**src/rtl/display_pkg.sv**
```systemverilog
// Shared types and constants for the seven-segment scan controller.
package display_pkg;

    localparam int unsigned NUM_DIGITS  = 4;
    localparam int unsigned DIGIT_IDX_W = 2;
    localparam int unsigned VALUE_W     = 4 * NUM_DIGITS;

    localparam int unsigned DEFAULT_TICK_DIV     = 100000;
    localparam int unsigned DEFAULT_GUARD_CYCLES = 2000;

    typedef enum logic [1:0] {
        StOff,
        StBlank,
        StShow
    } scan_state_t;

endpackage

```
**src/rtl/scan_tick_gen.sv**
```systemverilog
// Slot prescaler: counts 0..TICK_DIV-1 with synchronous clear, strobing guard and slot ends.
module scan_tick_gen
    import display_pkg::*;
#(
    parameter int unsigned TICK_DIV     = DEFAULT_TICK_DIV,
    parameter int unsigned GUARD_CYCLES = DEFAULT_GUARD_CYCLES
) (
    input  logic clk_i,
    input  logic rst_i,
    input  logic clear_i,
    output logic guard_end_o,
    output logic slot_end_o
);

    localparam int unsigned CntW = (TICK_DIV > 1) ? $clog2(TICK_DIV) : 1;
    localparam logic [CntW-1:0] SlotLast  = CntW'(TICK_DIV - 1);
    localparam logic [CntW-1:0] GuardLast = (GUARD_CYCLES == 0) ? '0 : CntW'(GUARD_CYCLES - 1);

    logic [CntW-1:0] cnt_q, cnt_d;

    assign slot_end_o  = (cnt_q == SlotLast);
    // With no guard there is no blank phase, so the strobe must never fire.
    assign guard_end_o = (GUARD_CYCLES != 0) && (cnt_q == GuardLast);

    always_comb begin
        cnt_d = cnt_q + CntW'(1);
        if (clear_i || slot_end_o) begin
            cnt_d = '0;
        end
    end

    always_ff @(posedge clk_i) begin
        if (rst_i) begin
            cnt_q <= '0;
        end else begin
            cnt_q <= cnt_d;
        end
    end

endmodule

```
**src/rtl/display_scan_controller.sv**
```systemverilog
// Four-digit seven-segment scan sequencer with frame-synchronous value update.
// Optional leading-zero blanking is enabled by defining DISPLAY_LZB_EN.
module display_scan_controller
    import display_pkg::*;
#(
    parameter int unsigned TICK_DIV     = DEFAULT_TICK_DIV,
    parameter int unsigned GUARD_CYCLES = DEFAULT_GUARD_CYCLES
) (
    input  logic                   clk_i,
    input  logic                   rst_i,
    input  logic                   enable_i,
    input  logic [VALUE_W-1:0]     value_i,
    input  logic [NUM_DIGITS-1:0]  dp_i,
    input  logic                   value_valid_i,
    output logic                   value_ready_o,
    output logic [DIGIT_IDX_W-1:0] sync_count_o,
    output logic [3:0]             digit_nibble_o,
    output logic                   dp_o,
    output logic                   digit_on_o,
    output logic                   frame_done_o
);

    localparam scan_state_t SlotStart = (GUARD_CYCLES == 0) ? StShow : StBlank;
    localparam logic [DIGIT_IDX_W-1:0] LastDigit = DIGIT_IDX_W'(NUM_DIGITS - 1);

    scan_state_t state_q, state_d;

    logic [DIGIT_IDX_W-1:0] sync_q, sync_d;
    logic [VALUE_W-1:0]     act_val_q, act_val_d, sh_val_q, sh_val_d;
    logic [NUM_DIGITS-1:0]  act_dp_q, act_dp_d, sh_dp_q, sh_dp_d;
    logic                   pend_q, pend_d;
    logic                   frame_q, frame_d;
    logic                   on_q, on_d;
    logic                   dp_q, dp_d;
    logic [3:0]             nib_q, nib_d;
    logic                   blank_d;
    logic                   accept;
    logic                   guard_end, slot_end;

    scan_tick_gen #(
        .TICK_DIV     (TICK_DIV),
        .GUARD_CYCLES (GUARD_CYCLES)
    ) u_tick (
        .clk_i       (clk_i),
        .rst_i       (rst_i),
        .clear_i     ((state_q == StOff) || !enable_i),
        .guard_end_o (guard_end),
        .slot_end_o  (slot_end)
    );

`ifdef DISPLAY_LZB_EN
    // Digit k (k >= 1) is a leading zero when nibbles k..3 are all zero.
    function automatic logic lz_blank(logic [DIGIT_IDX_W-1:0] idx, logic [VALUE_W-1:0] val);
        unique case (idx)
            2'd1:    return (val[15:4] == '0);
            2'd2:    return (val[15:8] == '0);
            2'd3:    return (val[15:12] == '0);
            default: return 1'b0;
        endcase
    endfunction
`endif

    assign accept        = value_valid_i && !pend_q;
    assign value_ready_o = !pend_q;

    always_comb begin
        state_d   = state_q;
        sync_d    = sync_q;
        act_val_d = act_val_q;
        act_dp_d  = act_dp_q;
        sh_val_d  = sh_val_q;
        sh_dp_d   = sh_dp_q;
        pend_d    = pend_q;
        frame_d   = 1'b0;

        // Accept only when empty, so it never collides with a shadow-to-active copy.
        if (accept) begin
            sh_val_d = value_i;
            sh_dp_d  = dp_i;
            pend_d   = 1'b1;
        end

        unique case (state_q)
            StOff: begin
                sync_d = '0;
                if (pend_q) begin
                    act_val_d = sh_val_q;
                    act_dp_d  = sh_dp_q;
                    pend_d    = 1'b0;
                end
                if (enable_i) begin
                    state_d = SlotStart;
                end
            end
            StBlank: begin
                if (!enable_i) begin
                    state_d = StOff;
                    sync_d  = '0;
                end else if (guard_end) begin
                    state_d = StShow;
                end
            end
            StShow: begin
                if (!enable_i) begin
                    state_d = StOff;
                    sync_d  = '0;
                end else if (slot_end) begin
                    state_d = SlotStart;
                    sync_d  = sync_q + DIGIT_IDX_W'(1);
                    if (sync_q == LastDigit) begin
                        frame_d = 1'b1;
                        if (pend_q) begin
                            act_val_d = sh_val_q;
                            act_dp_d  = sh_dp_q;
                            pend_d    = 1'b0;
                        end
                    end
                end
            end
            default: begin
                state_d = StOff;
            end
        endcase

`ifdef DISPLAY_LZB_EN
        blank_d = lz_blank(sync_d, act_val_d);
`else
        blank_d = 1'b0;
`endif
        nib_d = act_val_d[{sync_d, 2'b00} +: 4];
        dp_d  = act_dp_d[sync_d] && !blank_d;
        on_d  = (state_d == StShow) && !blank_d;
    end

    always_ff @(posedge clk_i) begin
        if (rst_i) begin
            state_q   <= StOff;
            sync_q    <= '0;
            act_val_q <= '0;
            act_dp_q  <= '0;
            sh_val_q  <= '0;
            sh_dp_q   <= '0;
            pend_q    <= 1'b0;
            frame_q   <= 1'b0;
            on_q      <= 1'b0;
            dp_q      <= 1'b0;
            nib_q     <= '0;
        end else begin
            state_q   <= state_d;
            sync_q    <= sync_d;
            act_val_q <= act_val_d;
            act_dp_q  <= act_dp_d;
            sh_val_q  <= sh_val_d;
            sh_dp_q   <= sh_dp_d;
            pend_q    <= pend_d;
            frame_q   <= frame_d;
            on_q      <= on_d;
            dp_q      <= dp_d;
            nib_q     <= nib_d;
        end
    end

    assign sync_count_o   = sync_q;
    assign digit_nibble_o = nib_q;
    assign dp_o           = dp_q;
    assign digit_on_o     = on_q;
    assign frame_done_o   = frame_q;

endmodule

```
**config.mk**
```make
export PLATFORM = sky130hd
export DESIGN_NAME = display_scan_controller
export DESIGN_NICKNAME = d
export VERILOG_FILES = /design/src/rtl/display_pkg.sv /design/src/rtl/scan_tick_gen.sv /design/src/rtl/display_scan_controller.sv
export SDC_FILE = /design/constraint.sdc
export NUM_CORES = 1
export LEC_CHECK = 0
export BUFFER_PORTS_ARGS = -buffer_cell sky130_fd_sc_hd__buf_2
export CORE_UTILIZATION = 57
export DETAILED_ROUTE_END_ITERATION = 7
export PLACE_DENSITY = 0.78
export SLEW_MARGIN = 20
export SYNTH_ARGS = -nofsm -noshare
export SYNTH_HDL_FRONTEND = slang
export SYNTH_SLANG_ARGS = --single-unit
```
**constraint.sdc**
```tcl
create_clock -name clk_i -period 3.39 [get_ports clk_i]
set_clock_uncertainty 0.2 [all_clocks]
set_input_delay 0 -clock clk_i [delete_from_list [all_inputs] [get_ports clk_i]]
set_output_delay 0 -clock clk_i [all_outputs]
set_load 0.02 [all_outputs]
```
After elaboration in Yosys (flattened, before gate mapping):

Index checks and enable logic that the tools add are counted.

* shifts and indexed selects: 1
* equal/unequal tests: 6
* reductions and logical operators: 8
* add/subtract/negate cells: 2
* magnitude comparators: 1
* multiplexer cells: 29
* bitwise operators: 3

Operators with widths (count)
* $mux W16: 4
* $pmux W16 S2: 1
* $add A17 B1 Y17 const B: 1
* $eq A17 B11 Y1 const B: 1
* $eq A17 B17 Y1 const B: 1
* $mux W2: 8
* $mux W4: 4
* $shiftx A16 B5 Y4: 1
* $pmux W2 S3: 2
* $pmux W4 S2: 1
* $mux W1: 7
* $eq A2 B2 Y1 const B: 3
* $reduce_or A4 Y1: 1
* $lt A2 B3 Y1 const B: 1
* $not A1 Y1: 3
* $add A2 B1 Y2 const B: 1
* $bmux W1 S2: 1
* $eq A2 B1 Y1 const B: 1
* $logic_not A1 Y1: 2
* $logic_not A2 Y1: 1
* $logic_or A1 B1 Y1: 2
* $pmux W1 S2: 1
* $reduce_or A2 Y1: 1
* $logic_and A1 B1 Y1: 1

* word-level logic and storage cells: 62
* register bits after elaboration: 69
* bits of input ports: 24
* output and inout port bits: 10

Depth between registers and ports, before layout:

Gate-level depths: netlist (run 1).

* depth after elaboration: 8
* gate-level depth with buffers: 9
* gate-level depth less buffers: 8

By module:

Synthesis (run 1) repeated with hierarchy kept, for this count alone.

* cells, all modules: 335
* area total of the unflattened synthesis: 2962.8 um^2

By module, submodules not included
* display_scan_controller: sequential area each 1041.0 um^2, times used 1, cells each 243, area each 2148.3 um^2
* scan_tick_gen: sequential area each 340.3 um^2, times used 1, cells each 92, area each 814.5 um^2

Worst setup path after synthesis (run 1):

Ideal clock, no wire load.

* kind: register to register
* from: register u_tick.cnt_q[5]
* to: register nib_q[0], in the netlist digit_nibble_o[0]
* buffers on the path: 1
* stages on the path, launching flop included: 8
* setup time: 117 ps
* path slack: 998 ps
* data required time: 3073 ps
* data arrival time: 2075 ps
* clock period less this slack: 2392 ps
* path through: dfxtp_1 > or4b_4 > nor4_4 > a31oi_1 > buf_4 > mux2i_1 > mux2i_1 > a22o_1

* cells in the longest elaborated chain, start to end: 5
* elaborated cells on any way between the ends: 8
* those cells by class: eq/ne: 1; shift: 1; mux: 6

RTL lines
* start: declaration: RTL line scan_tick_gen.sv:19 `logic [CntW-1:0] cnt_q, cnt_d;`
* start signal: assignment: RTL line scan_tick_gen.sv:36 `cnt_q <= cnt_d;`
* $eq A17 B17 Y1 (*): RTL line scan_tick_gen.sv:21 `assign slot_end_o = (cnt_q == SlotLast);`
* $mux W2 or $mux W16 (tied branches): RTL line display_scan_controller.sv:107 `end else if (slot_end) begin`
* $mux W2 or $mux W16 (tied branches): RTL line display_scan_controller.sv:104 `if (!enable_i) begin`
* $pmux W2 S3 or $pmux W16 S2 (tied branches): RTL line display_scan_controller.sv:83 `unique case (state_q)`
* $shiftx A16 B5 Y4 (*): RTL line display_scan_controller.sv:130 `nib_d = act_val_d[{sync_d, 2'b00} +: 4];`
* end signal: assignment: RTL line display_scan_controller.sv:159 `nib_q <= nib_d;`
* end: declaration: RTL line display_scan_controller.sv:35 `logic [3:0] nib_q, nib_d;`

Mark *: on every way between the ends. The rest lies on a longest branch, timed or not.
A chain may end at the register's enable or synchronous reset.

Final worst setup path (run 1):

* from: register u_tick.cnt_q[5]
* to: register nib_q[3], in the netlist digit_nibble_o[3]

Same word-level chain as after synthesis.

==> results.md, run 1 <==
* Via count at 2308
* HPWL after DPL at 3600 µm
* Clock latency on the worst-skew pair at 350 ps
* Power density over cell area at 514 nW/µm²
* Total I/O pin count at 34
* Initial antenna violation count at 0
* Mapped Area at 2770 µm²
* Cts repair resizes at 0
* Synth Net Count at 348
* Dpl ws at 802 ps
* Sink of the worst hold path: act_val_q[14]
* Area leader, netlist: dfxtp_1
* Clk root buf: clkbuf_8
* Fin crit period at 2630 ps
* Flop2flop setup slack at 760 ps
* Clock power frac at 45.3%
* Startpoint types: register
* Slew @ Worst Pin at 803 ps
* Syn-to-layout area delta at 23.7%
* Synth top area cells: dfxtp_1 (50%), nand2_1 (9.7%), a21oi_1 (6.5%)
* IO buf count at 33
* First drt pass iteration count at 4
* Cell count of the worst hold path at 2
* Crit path cell chain: or4b_4 -> nor4_4 -> a31oi_2 -> buf_4 -> mux2i_1 -> mux2i_1 -> a22o_1
* Slew HR at 46.5%
* GRT Total Usage at 25.0%
* Fin crit share at 77.5%
* Setup TNS at 0 ps
* NetSw at 388 µW
* Synthesized area per cell at 8.61 µm²
* Post-synth EDFFs at 0
* Antenna Nets Post-Route at 0
* Worst Setup Slack, final at 764 ps
* Final Slew Violations at 0
* Synth top cells by count: nand2_1 (72), dfxtp_1 (69), a21oi_1 (36)
* Distinct cells, synth at 39
* Yosys Warn Count at 0
* Die height at 71.8 µm
* Final Cell Area at 3430 µm²
* CTS buffer count at 9
* Cell count after synthesis at 322
* Crit path max fanout at 20
* Yosys top cell area share at 49.8%
* Fill cell count at 347
* Gr ovfl total at 0
* Most frequent cell after synthesis: nand2_1
* Clock-pin slew of the registers on the worst-case setup and hold paths at 80 ps
* Part of the power in combinational logic at 6.8%
* Slowest Stage Delay on Critical Path at 560 ps
* R2R Path End: digit_nibble_o[3]
* WL per Instance at 13.7 µm
* Fin. Hold Viols at 0
* Post-synthesis sequential area ratio at 49.8%
* Stages on worst setup path at 7
* Setup crit end kind: register
* Status: completed
* Crit path DAT at 2670 ps
* CTS tree: built
* Fmax at 381 MHz
* Num rows at 25
* RSZ-0062 raised after global routing: false
* Leakage at 1.37 nW
* Slowest CP cell: or4b_4
* Pin count of the biggest net entering global routing at 47
* Clock Sink Count at 69
* Switching Share at 22.0%
* Vias in the first global route at 2202
* Overall die width at 71.8 µm
* Layout cells sized above 1 at 15.7%
* Worst vdd ir at 0.351 mV
* Postcts setup bufs at 0
* Internal power at 1.38 mW
* Worst path bufs/invs at 1
* Worst-case reg-to-reg path depth at 7
* Yosys reg bits at 69
* Diodes inserted at 0
* Vias per inst at 5.31
* Initial Util at 59.1%
* Deepest clock path buffer count at 2
* Hold Crit Start: rst_i
* CP Class: register to register
* Max-Cap Viols at 0
* Asr flop ratio synth at 0%
* Sequential group share of total power at 47.9%
* Nets at 402
* Initial DRC Count at 121
* Post-place instance area at 2970 µm²
* First-pass GRT wire length at 9890 µm
* Residual DRC count at 0
* Cell mode on critical path: mux2i_1
* Core Box Area at 4690 µm²
* Cell family with most CP delay: simple AND/OR/NAND/NOR gates
* Type of the worst min-delay path: primary input to register
* WHS at 12.3 ps
* Final WL at 5960 µm
* Synth Flop Type: dfxtp_1
* Critical path required time at 3430 ps
* H-tree depth at 3
* Final GP Congestion at 0.816
* Setup violations, final at 0
* RR Startpoint: u_tick.cnt_q[5]
* Die ar. at 5150 µm²
-- worst reg2reg max path: cells and delay by family (launching register included) --
family	cells	cell delay, ps
AND/OR/NAND/NOR	2	1000
flip-flops	1	340
multiplexers	2	350
buffers and inverters	1	240
AO/OA/AOI/OAI	2	390
-- final cells by class --
cell class / count / area [µm²] / share of cell area, %
clock buffer: 10 / 128 / 3.72
timing repair buffer: 58 / 408 / 11.9
inverter: 4 / 15.0 / 0.437
clock inverter: 6 / 111 / 3.24
multi-input combinational: 234 / 1320 / 38.5
tap: 54 / 67.6 / 1.97
sequential: 69 / 1380 / 40.2
-- how the worst max path moves through the flow --
stage               startpoint  slack, ps                 to
6_report       u_tick.cnt_q[5]        760  digit_nibble_o[3]
5_1_grt        u_tick.cnt_q[5]        660  digit_nibble_o[2]
4_1_cts        u_tick.cnt_q[5]        770  digit_nibble_o[3]
3_5_place_dp   u_tick.cnt_q[5]        800  digit_nibble_o[2]
3_3_place_gp   u_tick.cnt_q[5]        860  digit_nibble_o[3]
2_1_floorplan  u_tick.cnt_q[5]       1000  digit_nibble_o[0]
-- layout by cell type, fill, tap and decap left out, drive strengths merged --
| cell | instances |
|---|---|
| nand2 | 72 |
| a31o | 1 |
| clkinvlp | 1 |
| o211ai | 1 |
| or4b | 1 |
| buf | 36 |
| clkinv | 2 |
| xnor2 | 5 |
| nand4 | 2 |
| o21ai | 9 |
| xor2 | 7 |
| o221ai | 1 |
| or3b | 1 |
| and3 | 3 |
| mux2i | 18 |
| bufinv | 3 |
| clkbuf | 10 |
| dfxtp | 69 |
| dlygate4sd3 | 22 |
| or2 | 1 |
| nor2b | 5 |
| ha | 2 |
| a31oi | 1 |
| nor4 | 1 |
| a22o | 3 |
| o21a | 1 |
| a21oi | 36 |
| and2b | 1 |
| and2 | 2 |
| nor4b | 1 |
| a41o | 1 |
| a21boi | 6 |
| nand3 | 8 |
| nor3 | 8 |
| nor2 | 33 |
| or3 | 3 |
| inv | 4 |
-- kinds of logic (layout without fill, tap and decap cells) --
group           after synthesis  count (layout)  share of synthesized area, %
simple gates                142             142                          23.1
flops                        69              69                          49.8
compound gates               60              60                          13.1
buf+inv                      19              78                          2.80
mux                          18              18                          6.50
xor+xnor                     12              12                          3.79
fa+ha+maj                     2               2                         0.902
-- through the flow --
| stage | total power [mW] | utilization, % | std cells |
|---|---|---|---|
| after floorplan | 0.928 | - | 322 |
| after global placement | 0.959 | 63.4 | 397 |
| after detailed placement | 0.961 | 63.4 | 397 |
| after CTS | 1.77 | 73.1 | 435 |
| after global routing | 1.82 | 73.1 | 435 |
| final | 1.76 | 73.1 | 435 |
-- power by group through the flow --
stage	registers [mW]	logic [mW]	clock network, mW
floorplan	0.861	0.0677	0
global placement	0.863	0.0959	0
detailed placement	0.863	0.0974	0
CTS	0.845	0.117	0.807
global route	0.847	0.132	0.838
finish	0.845	0.120	0.799
-- per-layer routing --
layer	share of wire (%)	GRT usage (%)
met5	0	0
met4	1.8	11.1
met1	47	32.1
met3	4.2	5.49
met2	47	40.5
-- state kept, by name, summed over array words and instances (netlist names) --
| register | count |
|---|---|
| act_val_q | 16 |
| frame_done_o | 1 |
| dp_o | 1 |
| act_dp_q | 4 |
| digit_on_o | 1 |
| pend_q | 1 |
| sh_dp_q | 4 |
| digit_nibble_o | 4 |
| sh_val_q | 16 |
| state_q | 2 |
| sync_count_o | 2 |
| u_tick.cnt_q | 17 |
-- timing repair --
item,4_1_cts,5_1_grt
endpoints found under the setup margin,0,0
hold buffers,22,0
endpoints found under the hold margin,25,0
Power figures use the tool's default switching activity.
==> run 2: changes to the inputs <==
--- a/config.mk
+++ b/config.mk
@@ -6,9 +6,9 @@
 export NUM_CORES = 1
 export LEC_CHECK = 0
 export BUFFER_PORTS_ARGS = -buffer_cell sky130_fd_sc_hd__buf_2
-export CORE_UTILIZATION = 57
+export CORE_UTILIZATION = 51
 export DETAILED_ROUTE_END_ITERATION = 7
-export PLACE_DENSITY = 0.78
+export PLACE_DENSITY = 0.74
 export SLEW_MARGIN = 20
 export SYNTH_ARGS = -nofsm -noshare
 export SYNTH_HDL_FRONTEND = slang
==> constraint.sdc (replaced) <==
create_clock -name clk_i -period 2.2 [get_ports clk_i]
set_clock_uncertainty 0.2 [all_clocks]
set_input_delay 0 -clock clk_i [delete_from_list [all_inputs] [get_ports clk_i]]
set_output_delay 0 -clock clk_i [all_outputs]
set_load 0.02 [all_outputs]
==> run 2 against run 1 <==
Compared with the run above: the run now ends with negative setup slack left; cell area grew 16%; clock-buffer cell count grew 4; non-clock buffer count up 45; largest cell class is now multi-input gates; highest routed layer unchanged.
==> results.md, run 2 (same netlist as run 1, synthesis figures left out) <==
* Flop2flop setup slack at -190 ps
* Via count at 2578
* First drt pass iteration count at 4
* Initial Util at 53.6%
* Worst vdd ir at 0.525 mV
* CTS buffer count at 9
* Antenna Nets Post-Route at 0
* Crit path DAT at 2410 ps
* Fin crit period at 2390 ps
* Biggest regs: u_tick.cnt_q x17, act_val_q x16, sh_val_q x16
* Slew @ Worst Pin at 743 ps
* Most common cell after layout, fill and taps aside: nand2_1
* Setup violations, final at 29
* Clock Sink Count at 69
* Startpoint types: register
* Total I/O pin count at 34
* Critical path required time at 2230 ps
* Dpl ws at -145 ps
* Clock-pin slew of the registers on the worst-case setup and hold paths at 70 ps
* Leakage at 1.57 nW
* Overall die width at 75.8 µm
* Crit path max fanout at 6
* Clock latency on the worst-skew pair at 340 ps
* IO buf count at 33
* Final Slew Violations at 0
* DR top layer: met4
* Num rows at 26
* Most frequent cells in the layout: nand2_1 (68), dfxtp_1 (67), a21oi_1 (35)
* Clk root buf: clkbuf_8
* GRT Total Usage at 23.2%
* Vias in the first global route at 2214
* H-tree depth at 3
* Fin. Hold Viols at 0
* Layout cells sized above 1 at 28.9%
* Met2 WL at 3870 µm
* Max-Cap Viols at 0
* RSZ-0062 raised after global routing: true
* Slew HR at 50.3%
* Initial antenna violation count at 0
* Fin crit share at 109%
* Fmax at 419 MHz
* CTS tree: built
* Pin count of the biggest net entering global routing at 29
* Wire length on met1 at 3180 µm
* HPWL after DPL at 4040 µm
* Initial DRC Count at 124
* Worst Setup Slack, final at -189 ps
* Nets at 447
* Residual DRC count at 0
* Setup TNS at -2990 ps
* Die ar. at 5740 µm²
* Setup crit end kind: register
* First-pass GRT wire length at 9630 µm
* Type of the worst min-delay path: primary input to register
* CP Class: register to register
* Die height at 75.8 µm
* Largest register FFs at 17
* Met3 WL post-DR at 266 µm
* Power density over cell area at 629 nW/µm²
* Status: finished with violations
* Failing checks: negative setup slack
* Final GP Congestion at 0.796
* Syn-to-layout area delta at 44.1%
* Core Box Area at 5170 µm²
* Final WL at 7410 µm
* WL per Instance at 14.9 µm
* Biggest register: u_tick.cnt_q
* Gr ovfl total at 0
* Deepest clock path buffer count at 2
* Vias per inst at 5.20
run 2: path summary, 6_finish.rpt:
kind / start / to / depth (start not counted)
setup / recovery: u_tick.cnt_q[11] / digit_nibble_o[0] / 8
hold / removal: dp_i[2] / sh_dp_q[2] / 4
setup reg to reg: u_tick.cnt_q[11] / digit_nibble_o[0] / 8
hold reg to reg: sh_val_q[9] / sh_val_q[9] / 2
run 2: power by group:
group / switching (mW) / internal, mW
Clock: 0.450 / 0.496
Combinational: 0.125 / 0.133
Sequential: 0.0258 / 1.28
run 2: metal layers:
metal / GRT usage (%) / vias to the layer above
met5: 0 / -
met4: 11.7 / 0
met3: 6.08 / 11
met2: 37.8 / 59
met1: 28.4 / 1220
li1: - / 1288
run 2: what timing repair did:
action                     4_1_cts  5_1_grt
hold buffers                    27        1
gates cloned                     0        3
gates resized for setup          2       43
setup endpoints to repair        7       45
buffers inserted                 3        7
pin swaps                        0        4
hold endpoints to repair        34        9
run 2: critical path: stages, from the launching register on:
cell and delay (ps):
dfxtp_2 330, or4b_4 550, nor4_4 170, buf_6 170, a31oi_4 130, clkbuf_16 220, mux2i_2 200, mux2i_1 100
a22o_1 190
run 2: final cells by class:
class                   count  area (µm²)
repair buffers            103         838
diodes                      1        2.50
multi-input cells         234        1490
inverters                   4        15.0
clock buffers              14         173
flip-flops and latches     69        1380
well taps                  70        87.6
fillers                   326        1170
clock inverters             1        5.00
run 2: through the flow:
stage | instance area (µm²) | std cells | hold WS, ps | power (mW) | util [%]
final | 4000 | 496 | 246 | 2.51 | 77.3
after global placement | 3230 | 440 | 40.4 | 1.50 | 62.4
after detailed placement | 3230 | 440 | 45.9 | 1.50 | 62.4
after floorplan | 2790 | 322 | -64.0 | 1.43 | -
after CTS | 3700 | 485 | -145 | 2.46 | 71.6
after global routing | 4000 | 495 | 255 | 2.60 | 77.2
